## config.mk

```make
export PLATFORM = sky130hd
export DESIGN_NAME = uart_port_arbiter_flat
export DESIGN_NICKNAME = d
export VERILOG_FILES = /design/src/rtl/uart_arb_pkg.sv /design/src/rtl/uart_port_arbiter_if.sv /design/src/rtl/uart_init_seq.sv /design/src/rtl/uart_port_arbiter.sv /design/src/flat_wrapper.sv
export SDC_FILE = /design/constraint.sdc
export NUM_CORES = 1
export LEC_CHECK = 0
export BUFFER_PORTS_ARGS = -buffer_cell sky130_fd_sc_hd__buf_4
export CAP_MARGIN = 20
export CORE_AREA = 2 2 82 84
export DETAILED_ROUTE_END_ITERATION = 8
export DIE_AREA = 0 0 84 86
export MAX_ROUTING_LAYER = met4
export PLACE_DENSITY = 0.57
export SYNTH_ARGS = -nofsm -noshare
export SYNTH_HDL_FRONTEND = slang
export SYNTH_HIERARCHICAL = 1
export SYNTH_SLANG_ARGS = --single-unit
```

## constraint.sdc

```tcl
create_clock -name clk -period 1.95 [get_ports clk]
set_input_delay 0.0975 -clock clk [delete_from_list [all_inputs] [get_ports clk]]
set_output_delay 0.0975 -clock clk [all_outputs]
set_load 0.005 [all_outputs]
```

## src/rtl/uart_arb_pkg.sv

```systemverilog
`default_nettype none
// +----------------------------------------------------------------------------
// | uart_arb_pkg
// | UART register map, init-step encoding and lane/divisor helpers.
// | Rev 1.0 - initial release
// +----------------------------------------------------------------------------
package uart_arb_pkg;

    localparam logic [2:0] RBR_THR = 3'd0;
    localparam logic [2:0] IER     = 3'd1;
    localparam logic [2:0] IIR_FCR = 3'd2;
    localparam logic [2:0] LCR     = 3'd3;
    localparam logic [2:0] MCR     = 3'd4;
    localparam logic [2:0] LSR     = 3'd5;
    localparam logic [2:0] MSR     = 3'd6;
    localparam logic [2:0] SPR     = 3'd7;

    localparam int LCR_DLAB_BIT = 7;

    typedef enum logic [2:0] {
        INIT_LCR_DLAB = 3'd0,
        INIT_DLL      = 3'd1,
        INIT_DLM      = 3'd2,
        INIT_LCR_8N1  = 3'd3,
        INIT_FCR      = 3'd4,
        INIT_IER      = 3'd5,
        INIT_DONE     = 3'd6
    } init_step_e;

    function automatic logic [15:0] calc_divisor(input int unsigned clk_freq,
                                                 input int unsigned baud);
        int unsigned q;
        q = clk_freq / (16 * baud);
        return q[15:0];
    endfunction

    // lendian = 1 selects d[7:0]; 0 selects d[31:24]
    function automatic logic [31:0] place_byte(input logic [7:0] b, input logic lendian);
        return lendian ? {24'h0, b} : {b, 24'h0};
    endfunction

    function automatic logic [7:0] lane_byte(input logic [31:0] d, input logic lendian);
        return lendian ? d[7:0] : d[31:24];
    endfunction

endpackage
`default_nettype wire

```

## src/rtl/uart_port_arbiter_if.sv

```systemverilog
`default_nettype none
// +----------------------------------------------------------------------------
// | uart_port_arbiter_if
// | 16550 register-port bus: requester drives a/d/rd/we, responder spo/ready.
// | Rev 1.0 - initial release
// +----------------------------------------------------------------------------
interface uart_port_arbiter_if;
    logic [2:0]  a;
    logic [31:0] d;
    logic        rd;
    logic        we;
    logic [31:0] spo;
    logic        ready;

    modport master (output a, d, rd, we, input  spo, ready);
    modport slave  (input  a, d, rd, we, output spo, ready);
endinterface
`default_nettype wire

```

## src/rtl/uart_init_seq.sv

```systemverilog
`default_nettype none
// +----------------------------------------------------------------------------
// | uart_init_seq
// | Post-reset writer: LCR(DLAB), DLL, DLM, LCR 8N1, FCR, IER, one per ready.
// | Rev 1.0 - initial release
// +----------------------------------------------------------------------------
module uart_init_seq
    import uart_arb_pkg::*;
#(
    parameter int unsigned CLOCK_FREQ = 62500000,
    parameter int unsigned BAUD_RATE  = 115200,
    parameter int          LENDIAN    = 0,
    parameter logic [7:0]  FCR_INIT   = 8'h07
) (
    input  wire logic        clk,
    input  wire logic        rst,
    input  wire logic        i_ready,
    output logic [2:0]       o_a,
    output logic [31:0]      o_d,
    output logic             o_we,
    output logic             o_done
);

    localparam logic [15:0] c_DIV = calc_divisor(CLOCK_FREQ, BAUD_RATE);

    init_step_e r_step;
    init_step_e w_step_next;
    logic [7:0] w_byte;

    always_ff @(posedge clk) begin
        if (rst) begin
            r_step <= INIT_LCR_DLAB;
        end else begin
            r_step <= w_step_next;
        end
    end

    always_comb begin
        w_step_next = r_step;
        o_a         = RBR_THR;
        w_byte      = 8'h00;
        o_we        = 1'b1;
        case (r_step)
            INIT_LCR_DLAB: begin
                o_a    = LCR;
                w_byte = 8'h83;
                if (i_ready) w_step_next = INIT_DLL;
            end
            INIT_DLL: begin
                o_a    = RBR_THR;
                w_byte = c_DIV[7:0];
                if (i_ready) w_step_next = INIT_DLM;
            end
            INIT_DLM: begin
                o_a    = IER;
                w_byte = c_DIV[15:8];
                if (i_ready) w_step_next = INIT_LCR_8N1;
            end
            INIT_LCR_8N1: begin
                o_a    = LCR;
                w_byte = 8'h03;
                if (i_ready) w_step_next = INIT_FCR;
            end
            INIT_FCR: begin
                o_a    = IIR_FCR;
                w_byte = FCR_INIT;
                if (i_ready) w_step_next = INIT_IER;
            end
            INIT_IER: begin
                o_a    = IER;
                w_byte = 8'h00;
                if (i_ready) w_step_next = INIT_DONE;
            end
            default: begin
                o_we = 1'b0;
            end
        endcase
    end

    assign o_d    = o_we ? place_byte(w_byte, LENDIAN != 0) : 32'h0;
    assign o_done = (r_step == INIT_DONE);

endmodule
`default_nettype wire

```

## src/rtl/uart_port_arbiter.sv

```systemverilog
`default_nettype none
// +----------------------------------------------------------------------------
// | uart_port_arbiter
// | Round-robin share of one UART port between m0 and m1 with DLAB lock.
// | Optional init sequencer enabled by `define UART_ARB_INIT_EN.
// | Rev 1.0 - initial release
// +----------------------------------------------------------------------------
module uart_port_arbiter
    import uart_arb_pkg::*;
#(
    parameter int unsigned CLOCK_FREQ = 62500000,
    parameter int unsigned BAUD_RATE  = 115200,
    parameter int          LENDIAN    = 0,
    parameter logic [7:0]  FCR_INIT   = 8'h07
) (
    input  wire logic             clk,
    input  wire logic             rst,
    uart_port_arbiter_if.slave    m0,
    uart_port_arbiter_if.slave    m1,
    uart_port_arbiter_if.master   u,
    output logic                  init_done
);

    logic        w_init_done;
    logic [2:0]  w_seq_a;
    logic [31:0] w_seq_d;
    logic        w_seq_we;

`ifdef UART_ARB_INIT_EN
    uart_init_seq #(
        .CLOCK_FREQ (CLOCK_FREQ),
        .BAUD_RATE  (BAUD_RATE),
        .LENDIAN    (LENDIAN),
        .FCR_INIT   (FCR_INIT)
    ) u_init_seq (
        .clk     (clk),
        .rst     (rst),
        .i_ready (u.ready),
        .o_a     (w_seq_a),
        .o_d     (w_seq_d),
        .o_we    (w_seq_we),
        .o_done  (w_init_done)
    );
`else
    assign w_init_done = 1'b1;
    assign w_seq_a     = 3'd0;
    assign w_seq_d     = 32'h0;
    assign w_seq_we    = 1'b0;
`endif

    assign init_done = w_init_done;

    logic r_last;    // 0 = m0 served last, 1 = m1
    logic r_locked;
    logic r_owner;

    logic w_req0, w_req1;
    logic w_gnt0, w_gnt1;
    logic w_acc;
    logic [2:0]  w_gnt_a;
    logic [31:0] w_gnt_d;
    logic        w_gnt_we;
    logic [7:0]  w_lcr_byte;

    assign w_req0 = m0.rd | m0.we;
    assign w_req1 = m1.rd | m1.we;

    always_comb begin
        w_gnt0 = 1'b0;
        w_gnt1 = 1'b0;
        if (!rst && w_init_done) begin
            if (r_locked) begin
                if (r_owner) w_gnt1 = w_req1;
                else         w_gnt0 = w_req0;
            end else if (w_req0 && w_req1) begin
                if (r_last) w_gnt0 = 1'b1;
                else        w_gnt1 = 1'b1;
            end else begin
                w_gnt0 = w_req0;
                w_gnt1 = w_req1;
            end
        end
    end

    assign w_gnt_a    = w_gnt1 ? m1.a  : m0.a;
    assign w_gnt_d    = w_gnt1 ? m1.d  : m0.d;
    assign w_gnt_we   = w_gnt1 ? m1.we : m0.we;
    assign w_lcr_byte = lane_byte(w_gnt_d, LENDIAN != 0);
    assign w_acc      = (w_gnt0 | w_gnt1) & u.ready;

    always_comb begin
        u.a      = 3'd0;
        u.d      = 32'h0;
        u.rd     = 1'b0;
        u.we     = 1'b0;
        m0.spo   = 32'h0;
        m0.ready = 1'b0;
        m1.spo   = 32'h0;
        m1.ready = 1'b0;
        if (!rst && !w_init_done) begin
            u.a  = w_seq_a;
            u.d  = w_seq_d;
            u.we = w_seq_we;
        end else if (w_gnt0) begin
            u.a      = m0.a;
            u.d      = m0.d;
            u.we     = m0.we;
            u.rd     = m0.rd & ~m0.we;
            m0.spo   = u.spo;
            m0.ready = u.ready;
        end else if (w_gnt1) begin
            u.a      = m1.a;
            u.d      = m1.d;
            u.we     = m1.we;
            u.rd     = m1.rd & ~m1.we;
            m1.spo   = u.spo;
            m1.ready = u.ready;
        end
    end

    // Only the owner can be granted while locked, so a DLAB-clear write is always the owner's
    always_ff @(posedge clk) begin
        if (rst) begin
            r_last   <= 1'b1;
            r_locked <= 1'b0;
            r_owner  <= 1'b0;
        end else if (w_acc) begin
            r_last <= w_gnt1;
            if (w_gnt_we && (w_gnt_a == LCR)) begin
                if (w_lcr_byte[LCR_DLAB_BIT]) begin
                    r_locked <= 1'b1;
                    r_owner  <= w_gnt1;
                end else if (r_owner == w_gnt1) begin
                    r_locked <= 1'b0;
                end
            end
        end
    end

endmodule
`default_nettype wire

```

## src/flat_wrapper.sv

```systemverilog
// flat-port wrapper written by rule: the top's interface ports become plain ports
module uart_port_arbiter_flat import uart_arb_pkg::*;
#(
    parameter int unsigned CLOCK_FREQ = 62500000,
    parameter int unsigned BAUD_RATE  = 115200,
    parameter int          LENDIAN    = 0,
    parameter logic [7:0]  FCR_INIT   = 8'h07
)
  (clk, rst, init_done, m0_a, m0_d, m0_rd, m0_we, m0_spo, m0_ready, m1_a, m1_d, m1_rd, m1_we, m1_spo, m1_ready, u_a, u_d, u_rd, u_we, u_spo, u_ready);
  uart_port_arbiter_if m0_i ();
  uart_port_arbiter_if m1_i ();
  uart_port_arbiter_if u_i ();
  input  wire logic clk;
  input  wire logic rst;
  output logic init_done;
  input wire logic [$bits(m0_i.a)-1:0] m0_a;
  input wire logic [$bits(m0_i.d)-1:0] m0_d;
  input wire logic [$bits(m0_i.rd)-1:0] m0_rd;
  input wire logic [$bits(m0_i.we)-1:0] m0_we;
  output wire logic [$bits(m0_i.spo)-1:0] m0_spo;
  output wire logic [$bits(m0_i.ready)-1:0] m0_ready;
  input wire logic [$bits(m1_i.a)-1:0] m1_a;
  input wire logic [$bits(m1_i.d)-1:0] m1_d;
  input wire logic [$bits(m1_i.rd)-1:0] m1_rd;
  input wire logic [$bits(m1_i.we)-1:0] m1_we;
  output wire logic [$bits(m1_i.spo)-1:0] m1_spo;
  output wire logic [$bits(m1_i.ready)-1:0] m1_ready;
  output wire logic [$bits(u_i.a)-1:0] u_a;
  output wire logic [$bits(u_i.d)-1:0] u_d;
  output wire logic [$bits(u_i.rd)-1:0] u_rd;
  output wire logic [$bits(u_i.we)-1:0] u_we;
  input wire logic [$bits(u_i.spo)-1:0] u_spo;
  input wire logic [$bits(u_i.ready)-1:0] u_ready;
  assign m0_i.a = m0_a;
  assign m0_i.d = m0_d;
  assign m0_i.rd = m0_rd;
  assign m0_i.we = m0_we;
  assign m0_spo = m0_i.spo;
  assign m0_ready = m0_i.ready;
  assign m1_i.a = m1_a;
  assign m1_i.d = m1_d;
  assign m1_i.rd = m1_rd;
  assign m1_i.we = m1_we;
  assign m1_spo = m1_i.spo;
  assign m1_ready = m1_i.ready;
  assign u_a = u_i.a;
  assign u_d = u_i.d;
  assign u_rd = u_i.rd;
  assign u_we = u_i.we;
  assign u_i.spo = u_spo;
  assign u_i.ready = u_ready;
  uart_port_arbiter #(.CLOCK_FREQ(CLOCK_FREQ), .BAUD_RATE(BAUD_RATE), .LENDIAN(LENDIAN), .FCR_INIT(FCR_INIT)) u_core (.clk(clk), .rst(rst), .m0(m0_i), .m1(m1_i), .u(u_i), .init_done(init_done));
endmodule
```

# Word-level counts from Yosys, hierarchy flattened

Index checks and enable logic that the tools add are counted.

Register bits: 3
Input bits: 109
Output and inout port bits: 104
Logic and storage cells: 47

Eq/ne operators: 2
Muxes and demuxes: 29
Bitwise operators: 8
Reductions and logical operators: 5

Operators with widths:

| operator                                                        | number |
|---|---|
| 32-bit 2-to-1 mux                                               | 6 |
| 1-bit 2-to-1 mux                                                | 20 |
| 3-bit 2-to-1 mux                                                | 3 |
| 3-bit AND reduction                                             | 2 |
| 1-bit bitwise AND                                               | 3 |
| 3-bit by 2-bit == test with 1-bit output, second input constant | 1 |
| 1-bit bitwise OR                                                | 3 |
| 1-bit logical AND                                               | 2 |
| 1-bit inverter                                                  | 2 |
| 2-bit nonzero test                                              | 1 |
| 1-bit == test                                                   | 1 |

# Depth between registers and ports, before layout

Depth in word-level cells: 9
Mapped depth: 5
Depth with buffers taken out: 5

# Least setup slack after synthesis

Ideal clock, no wire load.

Path type: reg-to-output
From: register u_core.r_locked
To: output port m1_spo[10]
Arrival: 1.728 ns
Required time: 1.852 ns
Path slack: 0.124 ns
Stages on the path, launching flop included: 6
Path buffers: 2
Cell sequence: dfxtp_1 -> nor2b_1 -> a2111oi_4 -> clkbuf_1 -> clkbuf_1 -> and2_1

Longest elaborated chain between the ends: 4
Elaborated cells on any way between the ends: 6
Those cells by class: mux: 6

RTL lines:

| element                | line                     | source |
|---|---|---|
| start, declared        | uart_port_arbiter.sv:54  | `logic r_locked;` |
| start signal, assigned | uart_port_arbiter.sv:125 | `r_locked <= 1'b0;` |
| start signal, assigned | uart_port_arbiter.sv:131 | `r_locked <= 1'b1;` |
| start signal, assigned | uart_port_arbiter.sv:134 | `r_locked <= 1'b0;` |
| 1-bit 2-to-1 mux       | uart_port_arbiter.sv:72  | `if (r_locked) begin` |
| 1-bit 2-to-1 mux       | uart_port_arbiter.sv:71  | `if (!rst && w_init_done) begin` |
| 32-bit 2-to-1 mux      | uart_port_arbiter.sv:111 | `end else if (w_gnt1) begin` |
| 32-bit 2-to-1 mux (*)  | uart_port_arbiter.sv:104 | `end else if (w_gnt0) begin` |
| end, declared          | flat_wrapper.sv:26       | `output wire logic [$bits(m1_i.spo)-1:0] m1_spo;` |

Every way passes the cells marked *; elsewhere a longest branch is shown, timed or not.

# Final worst setup path

From: register u_core.r_last
To: output port u_d[2]

Longest elaborated chain between the ends: 6
Elaborated cells on any way between the ends: 10
Those cells by class: mux: 10

RTL lines:

| element                | line                     | source |
|---|---|---|
| start, declared        | uart_port_arbiter.sv:53  | `logic r_last;` |
| start signal, assigned | uart_port_arbiter.sv:128 | `r_last <= w_gnt1;` |
| 1-bit 2-to-1 mux       | uart_port_arbiter.sv:76  | `if (r_last) w_gnt0 = 1'b1;` |
| 1-bit 2-to-1 mux       | uart_port_arbiter.sv:75  | `end else if (w_req0 && w_req1) begin` |
| 1-bit 2-to-1 mux       | uart_port_arbiter.sv:72  |  |
| 1-bit 2-to-1 mux       | uart_port_arbiter.sv:71  |  |
| 32-bit 2-to-1 mux      | uart_port_arbiter.sv:111 |  |
| 32-bit 2-to-1 mux (*)  | uart_port_arbiter.sv:104 |  |
| end, declared          | flat_wrapper.sv:29       | `output wire logic [$bits(u_i.d)-1:0] u_d;` |

Marks and branches as above.

==> summary.txt <==
STA
  – Worst setup margin: 92.9 ps
  – Unrepaired setup endpoints after global routing: yes
  – Fin crit share: 0.952
  – Tmin final: 1860 ps
  – Highest clock rate: 0.538 GHz
  – Final Hold Vio Count: 0
  – Final setup viols: 0
  – Slew Limit Fails: 0
  – Worst Clk Skew: 2.71 ps

Global route
  – Met1 Resource Use GR: 0.193
  – GR Layer Usage met3: 0.0308
  – Grt ovf: 0
  – Met2 Track Usage GR: 0.325
  – Total track usage: 0.174
  – Pin count of the biggest net entering global routing: 51
  – First-pass GRT wire length: 10100 µm
  – Initial antenna violation count: 0
  – Number of global-route vias before repair: 2089
  – Gr busiest metal: met2

Drt
  – Post-route ant nets: 0
  – Drt total wl: 6770 µm
  – Mean routed wirelength per cell: 15.0 µm
  – Remaining DRCs: 0
  – Mean number of vias per cell: 4.61
  – Initial DRC Count: 59
  – First-pass iteration count of the detailed router: 4
  – DR vias: 2075

Synthesis
  – Synth area leader: and2_1
  – Syn Area/Cell: 6.99 µm²
  – Area contributors post-synth: and2_1, a22o_1, dfxtp_1
  – Yosys cell types: 30
  – Net Count, Synth: 270
  – Mapped Area: 1120 µm²
  – Top cell type's share of synthesized area: 0.362
  – Yosys warnings: 6
  – Seq cells post-synth: 3
  – Mapped Cells: 161
  – Sequential fraction of the synthesis area: 0.0534

Clock network
  – CTS H-tree lvls: 1
  – Max Root-Sink Buffers: 2
  – Clock latency at the later pin of the worst-skew pair: 220 ps
  – Clock Sinks: 3
  – CTS tree: yes
  – Root Buffer: clkbuf_8
  – TritonCTS Buffers: 3
  – Clock-pin transition on the worst setup and hold timing paths: 30 ps

Floorplanning
  – Number of core rows: 29
  – Starting density of the core: 0.179
  – Core Area: 6280 µm²
  – Die Y-Extent: 86 µm
  – Die Span X: 84 µm
  – Die area: 7220 µm²
  – Total I/O pin count: 213

Power and ir drop
  – Leakage: 0.00164 µW
  – Power Density: 306 nW/µm²
  – VDD IR max: 0.000161 V

Min path
  – Min-delay src: rst
  – Hold Path Stages: 2
  – Min-Delay Path Class: in -> reg

Setup path
  – Setup Crit Path Kind: reg -> out
  – R2R Path Start: u_core/r_locked
  – Worst Reg-to-Reg Cells: 7
  – Crit-path cells: nor2b_2, a2111oi_4, buf_4, buf_6, clkbuf_16, a22o_4, buf_4
  – Crit path max fanout: 14
  – Slowest stage delay, CP: 330 ps
  – CP Capture Type: output port
  – Worst Setup Start Kind: flop
  – Worst path slowest cell: dfxtp_1
  – CP dominant cell by count: buf_4
  – CP required: 1850 ps
  – Worst EP arrival: 1760 ps
  – Crit path launch: u_core/r_last

Job
  – Max cap viols: 0

Finish
  – Commonest non-fill, non-tap cell in the layout: buf_4
  – NumNets Final: 483
  – Most frequent cells in the layout: buf_4, and2_1, a22o_1
  – Share of layout cells above drive strength 1: 0.627
  – Area growth syn-to-layout: 166%
  – Fin util: 0.476
  – Antenna Cells: 0

Placement
  – PortBufs: 211
  – Placer's final routability congestion estimate: 0.759
  – Hpwl dp: 5570 µm
  – Placement Setup Slack: -48.1 ps

Run status
  – Status: finished, final reports clean
==> path summary, 6_finish.rpt <==
kind / end / slack, ps
min reg2reg: u_core/r_last / 490
min: u_core/r_locked / 140
max reg2reg: u_core/r_locked / 130
max: u_d[2] / 90
==> routing by layer <==
metal / share of wire / vias to the layer above
li1: - / 1000
met1: 0.38 / 934
met2: 0.53 / 133
met3: 0.085 / 8
met4: 0.012 / 0
met5: 0 / -
==> report_power, final <==
group | switching [µW] | internal, µW | total (µW)
logic | 241 | 427 | 668
registers | 1.84 | 64.0 | 65.9
clock network | 40.2 | 139 | 180
total | 283 | 630 | 913
==> layout make-up <==
class | count | area [µm²]
Tap cell | 77 | 96.3
Multi-Input combinational cell | 136 | 1010
Timing Repair Buffer | 224 | 1750
Inverter | 6 | 22.5
Clock buffer | 4 | 45.0
Sequential cell | 3 | 61.3
Fill cell | 657 | 3290
==> critical path: cells and delay by family, from the launching register on <==
family | cells | cell delay, ps
AOI/OAI and AO/OA | 2 | 360
buffers and inverters | 4 | 590
DFF | 1 | 330
and+or+nand+nor | 1 | 250
==> through the flow <==
stage | hold WS, ps | setup TNS, ps | cells | instance area [µm²] | power (µW)
2_1_floorplan | 255 | 0 | 161 | 1120 | 278
3_3_place_gp | 387 | 0 | 442 | 2860 | 718
3_5_place_dp | 386 | -373 | 442 | 2860 | 718
4_1_cts | 157 | 0 | 449 | 2950 | 916
5_1_grt | 153 | -9.82 | 450 | 2990 | 986
6_report | 143 | 0 | 450 | 2990 | 913
==> synthesized netlist by cell type (all sizes together) <==
| library cell | number |
|---|---|
| o2bb2ai | 1 |
| a31oi | 1 |
| and3 | 2 |
| o21ai | 3 |
| or2 | 2 |
| nor2b | 3 |
| a211o | 1 |
| inv | 6 |
| a21o | 2 |
| a211oi | 1 |
| a21oi | 2 |
| nand4 | 1 |
| mux2 | 2 |
| dfxtp | 3 |
| a2111o | 1 |
| a2111oi | 4 |
| nand2 | 3 |
| nor2 | 3 |
| and2 | 65 |
| a31o | 1 |
| a32o | 1 |
| o32a | 1 |
| a22o | 33 |
| clkbuf | 15 |
| a311oi | 1 |
| buf | 1 |
| mux2i | 1 |
| conb | 1 |
==> cells by family (layout without fill, tap and decap cells) <==
logic type             after synthesis  in the layout  synth area share
flip-flops                           3              3            0.0534
multiplexers                         3              3            0.0289
other                                1              1           0.00333
AO/OA/AOI/OAI                       53             53             0.412
AND/OR/NAND/NOR                     79             79             0.426
buffers and inverters               22            234            0.0767
==> what timing repair did <==
item                       4_1_cts  5_1_grt
setup buffers                    3        0
cloned                           0        1
hold buffers                     0        0
pin swaps                        1        1
resized for setup                5        4
setup endpoints to repair       66      100
==> registers in the layout (all words and copies together) (netlist names) <==
register / count
u_core/r_last: 1
u_core/r_locked: 1
u_core/r_owner: 1
(Power assumes the default switching activity.)
